### src/rtl/fetch_pkg.sv
// Shared fetch-stage types and BTB index/tag helpers.
package fetch_pkg;

  localparam int XLEN = 32;
  localparam logic [XLEN-1:0] RESET_PC = '0;

  // tag is zero-extended to XLEN so lookups compare against btb_tag() directly
  typedef struct packed {
    logic            valid;
    logic [XLEN-1:0] tag;
    logic [XLEN-1:0] target;
  } btb_entry_t;

  function automatic logic [XLEN-1:0] btb_idx(input logic [XLEN-1:0] pc, input int idx_w);
    return (pc >> 2) & ((XLEN'(1) << idx_w) - XLEN'(1));
  endfunction

  function automatic logic [XLEN-1:0] btb_tag(input logic [XLEN-1:0] pc, input int idx_w);
    return pc >> (idx_w + 2);
  endfunction

endpackage

### src/rtl/btb_dm.sv
// Direct-mapped branch target buffer: one combinational lookup port, one write port.
module btb_dm
  import fetch_pkg::*;
#(
  parameter int ENTRIES = 64
) (
  input  logic            clk,
  input  logic            reset,
  input  logic [XLEN-1:0] rd_pc,
  output btb_entry_t      rd_entry,
  input  logic            wr_en,
  input  logic [XLEN-1:0] wr_pc,
  input  logic [XLEN-1:0] wr_target
);

  localparam int IDX_W = $clog2(ENTRIES);
  localparam int TAG_W = XLEN - IDX_W - 2;

  logic [IDX_W-1:0] rd_idx;
  logic [IDX_W-1:0] wr_idx;
  logic [TAG_W-1:0] wr_tag;
  logic             unused_tgt_lsb;

  logic [ENTRIES-1:0] valid_q, valid_d;
  logic [TAG_W-1:0]   tag_q [ENTRIES];
  logic [TAG_W-1:0]   tag_d [ENTRIES];
  logic [XLEN-3:0]    tgt_q [ENTRIES];
  logic [XLEN-3:0]    tgt_d [ENTRIES];

  assign rd_idx         = IDX_W'(btb_idx(rd_pc, IDX_W));
  assign wr_idx         = IDX_W'(btb_idx(wr_pc, IDX_W));
  assign wr_tag         = TAG_W'(btb_tag(wr_pc, IDX_W));
  assign unused_tgt_lsb = ^wr_target[1:0];

  always_comb begin
    rd_entry        = '0;
    rd_entry.valid  = valid_q[rd_idx];
    rd_entry.tag    = XLEN'(tag_q[rd_idx]);
    rd_entry.target = {tgt_q[rd_idx], 2'b00};
  end

  // reads above see pre-edge contents, so a same-cycle write is visible next cycle
  always_comb begin
    valid_d = valid_q;
    tag_d   = tag_q;
    tgt_d   = tgt_q;
    if (wr_en) begin
      valid_d[wr_idx] = 1'b1;
      tag_d[wr_idx]   = wr_tag;
      tgt_d[wr_idx]   = wr_target[XLEN-1:2];
    end
  end

  always_ff @(posedge clk or negedge reset) begin
    if (!reset) valid_q <= '0;
    else        valid_q <= valid_d;
  end

  always_ff @(posedge clk) begin
    tag_q <= tag_d;
    tgt_q <= tgt_d;
  end

endmodule

### src/rtl/fetch_pc_gen.sv
// Fetch PC register with BTB-driven next-PC selection and saturating perf counters.
module fetch_pc_gen
  import fetch_pkg::*;
#(
  parameter int              BTB_ENTRIES = 64,
  parameter logic [XLEN-1:0] RESET_PC    = fetch_pkg::RESET_PC,
  parameter int              CNT_W       = 16
) (
  input  logic             clk,
  input  logic             reset,
  input  logic             stall_i,
  input  logic             yags_taken_i,
  input  logic             redirect_i,
  input  logic [XLEN-1:0]  redirect_pc_i,
  input  logic             upd_valid_i,
  input  logic [XLEN-1:0]  upd_pc_i,
  input  logic [XLEN-1:0]  upd_target_i,
  input  logic             upd_taken_i,
  output logic [XLEN-1:0]  pc_o,
  output logic             pred_taken_o,
  output logic [XLEN-1:0]  pred_target_o,
  output logic             flush_o,
  output logic [CNT_W-1:0] btb_hit_cnt_o,
  output logic [CNT_W-1:0] redirect_cnt_o
);

  localparam int IDX_W = $clog2(BTB_ENTRIES);

  logic [XLEN-1:0]  pc_q, pc_d;
  logic [CNT_W-1:0] btb_hit_cnt_q, btb_hit_cnt_d;
  logic [CNT_W-1:0] redirect_cnt_q, redirect_cnt_d;
  btb_entry_t       lookup;
  logic             hit;
  logic             hit_applied;
  logic             unused_redirect_lsb;

  btb_dm #(
    .ENTRIES (BTB_ENTRIES)
  ) u_btb (
    .clk       (clk),
    .reset     (reset),
    .rd_pc     (pc_q),
    .rd_entry  (lookup),
    .wr_en     (upd_valid_i & upd_taken_i),
    .wr_pc     (upd_pc_i),
    .wr_target (upd_target_i)
  );

  assign unused_redirect_lsb = ^redirect_pc_i[1:0];

  assign hit           = lookup.valid && (lookup.tag == btb_tag(pc_q, IDX_W));
  assign pred_taken_o  = hit & yags_taken_i;
  assign pred_target_o = hit ? lookup.target : '0;
  assign flush_o       = redirect_i & reset;
  assign hit_applied   = pred_taken_o & ~stall_i & ~redirect_i;

  assign pc_o           = pc_q;
  assign btb_hit_cnt_o  = btb_hit_cnt_q;
  assign redirect_cnt_o = redirect_cnt_q;

  always_comb begin
    pc_d = pc_q + XLEN'(4);
    if (redirect_i)        pc_d = {redirect_pc_i[XLEN-1:2], 2'b00};
    else if (stall_i)      pc_d = pc_q;
    else if (pred_taken_o) pc_d = pred_target_o;
  end

  always_comb begin
    btb_hit_cnt_d  = btb_hit_cnt_q;
    redirect_cnt_d = redirect_cnt_q;
    if (hit_applied && (btb_hit_cnt_q != '1))  btb_hit_cnt_d  = btb_hit_cnt_q + 1'b1;
    if (redirect_i && (redirect_cnt_q != '1))  redirect_cnt_d = redirect_cnt_q + 1'b1;
  end

  always_ff @(posedge clk or negedge reset) begin
    if (!reset) begin
      pc_q           <= RESET_PC;
      btb_hit_cnt_q  <= '0;
      redirect_cnt_q <= '0;
    end else begin
      pc_q           <= pc_d;
      btb_hit_cnt_q  <= btb_hit_cnt_d;
      redirect_cnt_q <= redirect_cnt_d;
    end
  end

endmodule

### config.mk
export PLATFORM = sky130hd
export DESIGN_NAME = fetch_pc_gen
export DESIGN_NICKNAME = d
export VERILOG_FILES = /design/src/rtl/fetch_pkg.sv /design/src/rtl/btb_dm.sv /design/src/rtl/fetch_pc_gen.sv
export SDC_FILE = /design/constraint.sdc
export NUM_CORES = 2
export LEC_CHECK = 0
export CAP_MARGIN = 20
export CORE_MARGIN = 2
export CORE_UTILIZATION = 56
export CTS_CLUSTER_SIZE = 8
export DETAILED_ROUTE_END_ITERATION = 12
export PLACE_DENSITY = 0.79
export SETUP_SLACK_MARGIN = 0.1
export SLEW_MARGIN = 5
export SYNTH_ARGS = -nofsm -noshare
export SYNTH_HDL_FRONTEND = slang
export SYNTH_SLANG_ARGS = --single-unit
export TNS_END_PERCENT = 1
### constraint.sdc
create_clock -name clk -period 4.1 [get_ports clk]
set_input_delay 0.41 -clock clk [delete_from_list [all_inputs] [get_ports clk]]
set_output_delay 0.41 -clock clk [all_outputs]
set_load 0.05 [all_outputs]
# == Yosys cells after proc, flatten, opt, wreduce, memory -nomap -nowiden ==
# Cells that the tools add are included.
# totals
input_bits,103
reg_bits,3584
rom_bits,0
latch_bits,0
mem_count,0
output_inout_bits,98
word_cells,180
ramBits,0
# classes
reduce_logical,5
bitwise,10
n_mux,20
add_sub_neg,3
magnitude_cmp,6
multipliers,0
div_mod_pow,0
shifts,0
eq_ne,4
# ops
cell,n
$bwmux W1920,1
$bwmux W1536,1
$bmux W30 S6,1
$demux W30 S6,1
$bmux W24 S6,1
$demux W24 S6,1
$mux W32,4
$mux W30,3
$mux W24,3
$or A64 B64 Y64,1
$add A16 B1 Y16 const B,2
$add A32 B3 Y32 const B,1
$ne A16 B16 Y1 const B,2
$eq A24 B24 Y1,1
$ge A7 B7 Y1 const B,2
$lt A6 B7 Y1 const B,2
$not A6 Y7,2
$lt A7 B1 Y1 const B,1
$bmux W1 S6,1
$demux W1 S6,1
$ge A6 B1 Y1 const B,1
$and A1 B1 Y1,5
$logic_and A1 B1 Y1,5
$mux W1,2
2 further kinds,3

# == Depth between registers and ports, before layout ==
# logic_depth
word_depth,10
depth_mapped,17
ltp_nobuf,11

# == Cells and area by module ==
# Synthesis repeated with hierarchy kept, for this count alone.
# hier_totals
cells_unflattened,6317
hier_area_um2,138037.4
# modules_own_cells
module,cells_each,n_inst,seq_area_each_um2,area_each_um2
btb_dm,5840,1,105381.1,133688.2
fetch_pc_gen,477,1,1601.5,4349.2

# == Least setup slack after synthesis ==
# No wires, ideal clock.
# synth_timing
path_type,register -> output
start,"register pc_q[2], in the netlist pc_o[2]"
end,output pred_target_o[10]
t_arrival_ps,4319
setup_slack_ps,-629
stages_incl_launch_ff,13
required_time_ps,3690
n_path_buf,8
cell_sequence,dfrtp_1 buf_6 buf_6 buf_6 buf_6 buf_6 buf_2 clkbuf_1 buf_1 mux4_2 mux4_2 mux4_2 and2_1
# synth_between
elab_chain_cells,7
word_cells_on_any_way,12
cone_classes,1 x eq/ne; 9 x mux; 1 x bitwise; 1 x reduce/logical
# synth_lines
element,line_no,rtl
from (decl),fetch_pc_gen.sv:29,"logic [XLEN-1:0] pc_q, pc_d;"
from (signal assigned),fetch_pc_gen.sv:81,pc_q <= pc_d;
$not A6 Y7 (not written as such),"btb_dm.sv:38, btb_dm.sv:39",
$bmux W24 S6,btb_dm.sv:38,rd_entry.tag = XLEN'(tag_q[rd_idx]);
$mux W24 (not written as such) (2 in a row),btb_dm.sv:38,
$eq A24 B24 Y1,fetch_pc_gen.sv:51,"assign hit = lookup.valid && (lookup.tag == btb_tag(pc_q, IDX_W));"
$logic_and A1 B1 Y1,fetch_pc_gen.sv:51,
$mux W32 *,fetch_pc_gen.sv:53,assign pred_target_o = hit ? lookup.target : '0;
to (decl),fetch_pc_gen.sv:21,"output logic [XLEN-1:0] pred_target_o,"
# Every way passes the cells marked *; elsewhere a longest branch is shown, timed or not. The select of a mux whose other input is x is not followed.

# == Worst setup path after layout ==
# layout_timing
start,"register pc_q[2], in the netlist pc_o[2]"
end,output pred_target_o[27]
# Same word-level chain as after synthesis.

==> results.md <==
Yosys:
- By area the synthesized netlist is led by sky130_fd_sc_hd__edfxtp_1 (75%), sky130_fd_sc_hd__mux4_2 (16%), sky130_fd_sc_hd__dfrtp_1 (2.3%), sky130_fd_sc_hd__mux2i_1 (1.3%), sky130_fd_sc_hd__xnor2_1 (0.40%).
- The largest family of logic cells by synthesized area is multiplexers.
- In this run, synthesis inferred roughly 3500 flip-flops with an integrated enable.
- After synthesis, the share of flip-flops with an asynchronous set or reset is between 3 and 4%.
- Of all cell types, the one taking the most synthesized area is sky130_fd_sc_hd__edfxtp_1.
- Sequential cells were found to cover between 70 and 80% of the synthesized design area.
- The XOR/XNOR share of the synthesized area is 0.5673%.
- The area fraction in compound gates after synthesis is between 1 and 1.5%.
- The gate count of the mapped netlist is 6037.
- The register bit total from synthesis is 3582.
- Summing the areas of all fa, ha and maj instances in the mapped netlist gives less than 1% of the synthesized area.
- In the synthesized netlist the dominant register cell turns out to be sky130_fd_sc_hd__edfxtp_1.
- The mux contribution to synthesized area is between 10% and 20%.
- In this run the mean area of a mapped cell was 23.02 sq um.
- The synthesized design devotes to its leading area cell type 74.69% of total area.
- The mapped netlist covers ~140000 sq um.
- Of the total synthesized cell area, the portion taken by AND, OR, NAND and NOR gates is 2.062%.
- The count of warnings emitted by yosys is 0.
- Synthesis instantiated 78 different standard cells from the library.

Timing:
- The share of the cycle needed by the critical path after routing is 141.9%.
- The max-slew violation count is 0.
- Summed over all failing endpoints, the final setup total negative slack is -66.63 ns.
- The normalized max-slew margin is around 18%.
- Setup repair after global routing could not meet its margin everywhere.
- The minimum clock period is between 5 and 6 ns.
- The setup violation total in the final timing report is 77.
- Static timing analysis puts the maximum clock frequency at 171.9 MHz.
- The hold violation total from the final report is 0.
- At the pin with the least slew margin, the transition time is roughly 1.2 ns.
- After layout, the worst setup slack is -1.716 ns.
- Hold timing on the final database bottoms out at a slack of a little over 0.05 ns.
- Across the routed clock network, the largest skew measured is ~0.066 ns.

GRT:
- The total overflow left after global routing is 0.
- The pin count of the biggest net entering global routing is 82.
- The initial antenna violation count is 36.
- Global routing used about two fifths of the available tracks across all layers.
- The via count of the first global-routing pass came to 80170.
- The first global-routing pass estimated ~650 mm of wire.

Clock network:
- In this run the number of H-tree levels came out at 6.
- The clock latency on the worst-skew pair is ~1 ns.
- Counting along the longest clock path gives a buffer depth of 4.
- CTS placed an instance of sky130_fd_sc_hd__clkbuf_16 at the clock tree root.
- The TritonCTS clock tree is yes.
- The number of clock buffers inserted by TritonCTS is 530.
- After clock tree synthesis, the clock-pin slew on the worst setup and hold paths is 0.05 ns.
- CTS saw 3582 sinks.

Worst setup path:
- The biggest cell delay along the critical path is about 0.54 ns.
- Data arrives at the worst endpoint at 5.41 ns.
- The cell repeated most along the worst path is sky130_fd_sc_hd__buf_12.
- Data on the critical path is required at its endpoint by 3.69 ns.
- The type of the worst setup path is reg -> out.
- The signal on the critical path passes through buf_12 -> buf_12 -> mux4_2 -> mux2i_2 -> xor2_2 -> a41o_1 -> a31oi_1 -> buf_4 -> a211o_1 -> or4_1 -> and4b_4 -> buf_12 -> buf_16 -> and2_4 -> buf_12.
- The type of element capturing the critical path is an output port.
- The largest individual stage delay along the critical path comes from the cell sky130_fd_sc_hd__mux4_2.
- Among cell families on the critical path, the largest total delay comes from simple AND/OR/NAND/NOR gates.
- The top fanout value on the critical path is 8.
- The kind of launch point of the worst setup path is a flip-flop.
- The setup slack of the worst register-to-register path is -0.73 ns.
- The worst path buffer plus inverter count is 6.

Floorplan:
- After floorplanning, the core was divided into between 150 and 200 placement rows.
- For this configuration, the core starts out at a cell density of a little under three fifths.
- In this run the horizontal extent of the chip is about 500 um.
- The height of the die is 502.1 um.
- The core region is 246400 sq um.
- around 200 I/O pins were placed.
- The floorplan step defined a die boundary enclosing 252100 sq um.

Job:
- The reported max-cap violation count is 0.

Route:
- In this run, the number of DRC markers left after iteration 0 of detailed routing was 15620.
- The remaining routing DRC violations is 0.
- The routed wire length is about 480 mm.
- The via-per-instance ratio is ~7.6.
- The first detailed-routing pass took 12 iterations.
- After detailed routing, the average wire length per cell comes to 45.34 um.
- The routed layout has just under 80000 vias.
- The detail route stage leaves a number of antenna-violating nets equal to 0.

Layout:
- The area growth from synthesis to layout is 19.22%.
- In the layout the commonest cells are sky130_fd_sc_hd__edfxtp_1 (3456), sky130_fd_sc_hd__mux4_2 (997), sky130_fd_sc_hd__clkbuf_16 (548), sky130_fd_sc_hd__buf_4 (407), sky130_fd_sc_hd__buf_12 (193).
- At the end of the flow, the number of nets in the layout was a little over 7000.
- The ratio of cells with drive above 1 in the final layout is 35.01%.
- The most frequent standard cell in the layout excluding fill and tap cells is sky130_fd_sc_hd__edfxtp_1.
- The layout filler cell count is between 10000 and 15000.

Hold path:
- The classification of the worst-slack hold path is in -> async.

Place:
- The HPWL after detailed placement is between 200 and 250 mm.
- During placement, the flow inserted port buffers numbering 190.
- The final weighted congestion in routability-driven placement is 0.9356.

Power and ir drop:
- The power density over the cells is between 500 and 600 nW/um^2.
- The total leakage power is 54.22 nW.
- The worst-case IR drop observed on VDD is between 0.5 and 0.6 mV.

Outcome:
- The final reports fail on negative setup slack.
- The run finished, with violations left.
-- registers in the layout, summed over array words and instances, names as in the netlist --
| name | count |
|---|---|
| pc_o | 30 |
| u_btb.tag_q | 1536 |
| u_btb.valid_q | 64 |
| u_btb.tgt_q | 1920 |
| btb_hit_cnt_o | 16 |
| redirect_cnt_o | 16 |
-- layer usage --
metal  up-vias  GRT usage [%]  part of all wire, %
met1     40040          44.59                   29
met5         -              0                0.027
li1      27610              -                    -
met2      9340          57.16                   46
met3      2571          13.00                   15
met4        18          31.72                   10
-- report_power, final --
group	switching, mW	internal, mW	leakage, nW
Combinational	6.26	5.12	14.6
Sequential	0.310	40.5	32.7
Clock	15.6	23.7	6.96
-- timing repair --
action / 4_1_cts / 5_1_grt
gates resized for setup: 54 / 45
pin swaps: 7 / 9
gates cloned: 3 / 3
hold endpoints to repair: 73 / 105
hold buffers: 2 / 10
setup endpoints to repair: 77 / 77
setup buffers: 17 / 6
-- worst paths after layout --
| path | startpoint | endpoint | cells after the start |
|---|---|---|---|
| max in group asynchronous | reset | u_btb.valid_q[52] | 4 |
| min | reset | btb_hit_cnt_o[13] | 2 |
| max | pc_o[2] | pred_target_o[27] | 15 |
| max reg2reg | pc_o[2] | btb_hit_cnt_o[1] | 16 |
| min in group clk | redirect_pc_i[18] | pc_o[18] | 3 |
| min reg2reg | u_btb.valid_q[37] | u_btb.valid_q[37] | 1 |
-- cells by family after synthesis --
family | count (synthesis)
buffers and inverters | 344
adder cells (fa/ha/maj) | 3
XOR/XNOR | 90
AND/OR/NAND/NOR | 535
multiplexers | 1201
flip-flops | 3582
other | 1
AO/OA/AOI/OAI | 281
-- cell usage after synthesis, types with 7 or more instances --
cell                       count
sky130_fd_sc_hd__nor2b_1      19
sky130_fd_sc_hd__edfxtp_1   3456
sky130_fd_sc_hd__and3_1       54
sky130_fd_sc_hd__mux4_2      997
sky130_fd_sc_hd__buf_6        26
sky130_fd_sc_hd__xnor2_1      64
sky130_fd_sc_hd__a22oi_1      52
sky130_fd_sc_hd__a22o_1       15
sky130_fd_sc_hd__mux2i_1     183
sky130_fd_sc_hd__o21ai_1      30
sky130_fd_sc_hd__buf_4        45
sky130_fd_sc_hd__nand3b_1      7
sky130_fd_sc_hd__o21ai_0      12
sky130_fd_sc_hd__o22ai_1      10
sky130_fd_sc_hd__nand2b_1      7
sky130_fd_sc_hd__a221oi_1     15
sky130_fd_sc_hd__nor3_1       22
sky130_fd_sc_hd__and2_1       43
sky130_fd_sc_hd__mux2_2       19
sky130_fd_sc_hd__a211oi_1     12
sky130_fd_sc_hd__o221ai_1     15
sky130_fd_sc_hd__buf_1        34
sky130_fd_sc_hd__nand4_1      20
sky130_fd_sc_hd__or2_2        67
sky130_fd_sc_hd__nand2_1      87
sky130_fd_sc_hd__xor2_1       26
sky130_fd_sc_hd__nand3_1      52
sky130_fd_sc_hd__nor2_1      119
sky130_fd_sc_hd__a31oi_1       7
sky130_fd_sc_hd__clkbuf_1    126
sky130_fd_sc_hd__dfrtp_1     126
sky130_fd_sc_hd__a21oi_1      51
sky130_fd_sc_hd__buf_2        94
sky130_fd_sc_hd__inv_1        15
-- layout make-up --
type,count,area [sq um],share of cell area [%]
flip-flops and latches,3582,107000,64.56
clock inverters,25,284.0,0.1715
repair buffers,806,8996,5.431
well taps,3312,4144,2.502
multi-input cells,2114,31130,18.79
diodes,29,72.57,0.04381
inverters,16,77.57,0.04683
clock buffers,641,14000,8.450
-- through the flow --
step	power, mW	cell area [sq um]	utilization, %	std cells	worst slack [ns]
after floorplan	47.87	139800	-	6040	0.1006
after global placement	51.53	150100	60.92	9778	-0.5048
after detailed placement	51.78	150100	60.92	9778	-0.5361
after CTS	90.89	164900	66.93	10470	-1.534
after global routing	92.93	165600	67.22	10510	-1.698
final	91.47	165700	67.23	10530	-1.716
No activity file was read; power rests on OpenSTA's default activity.
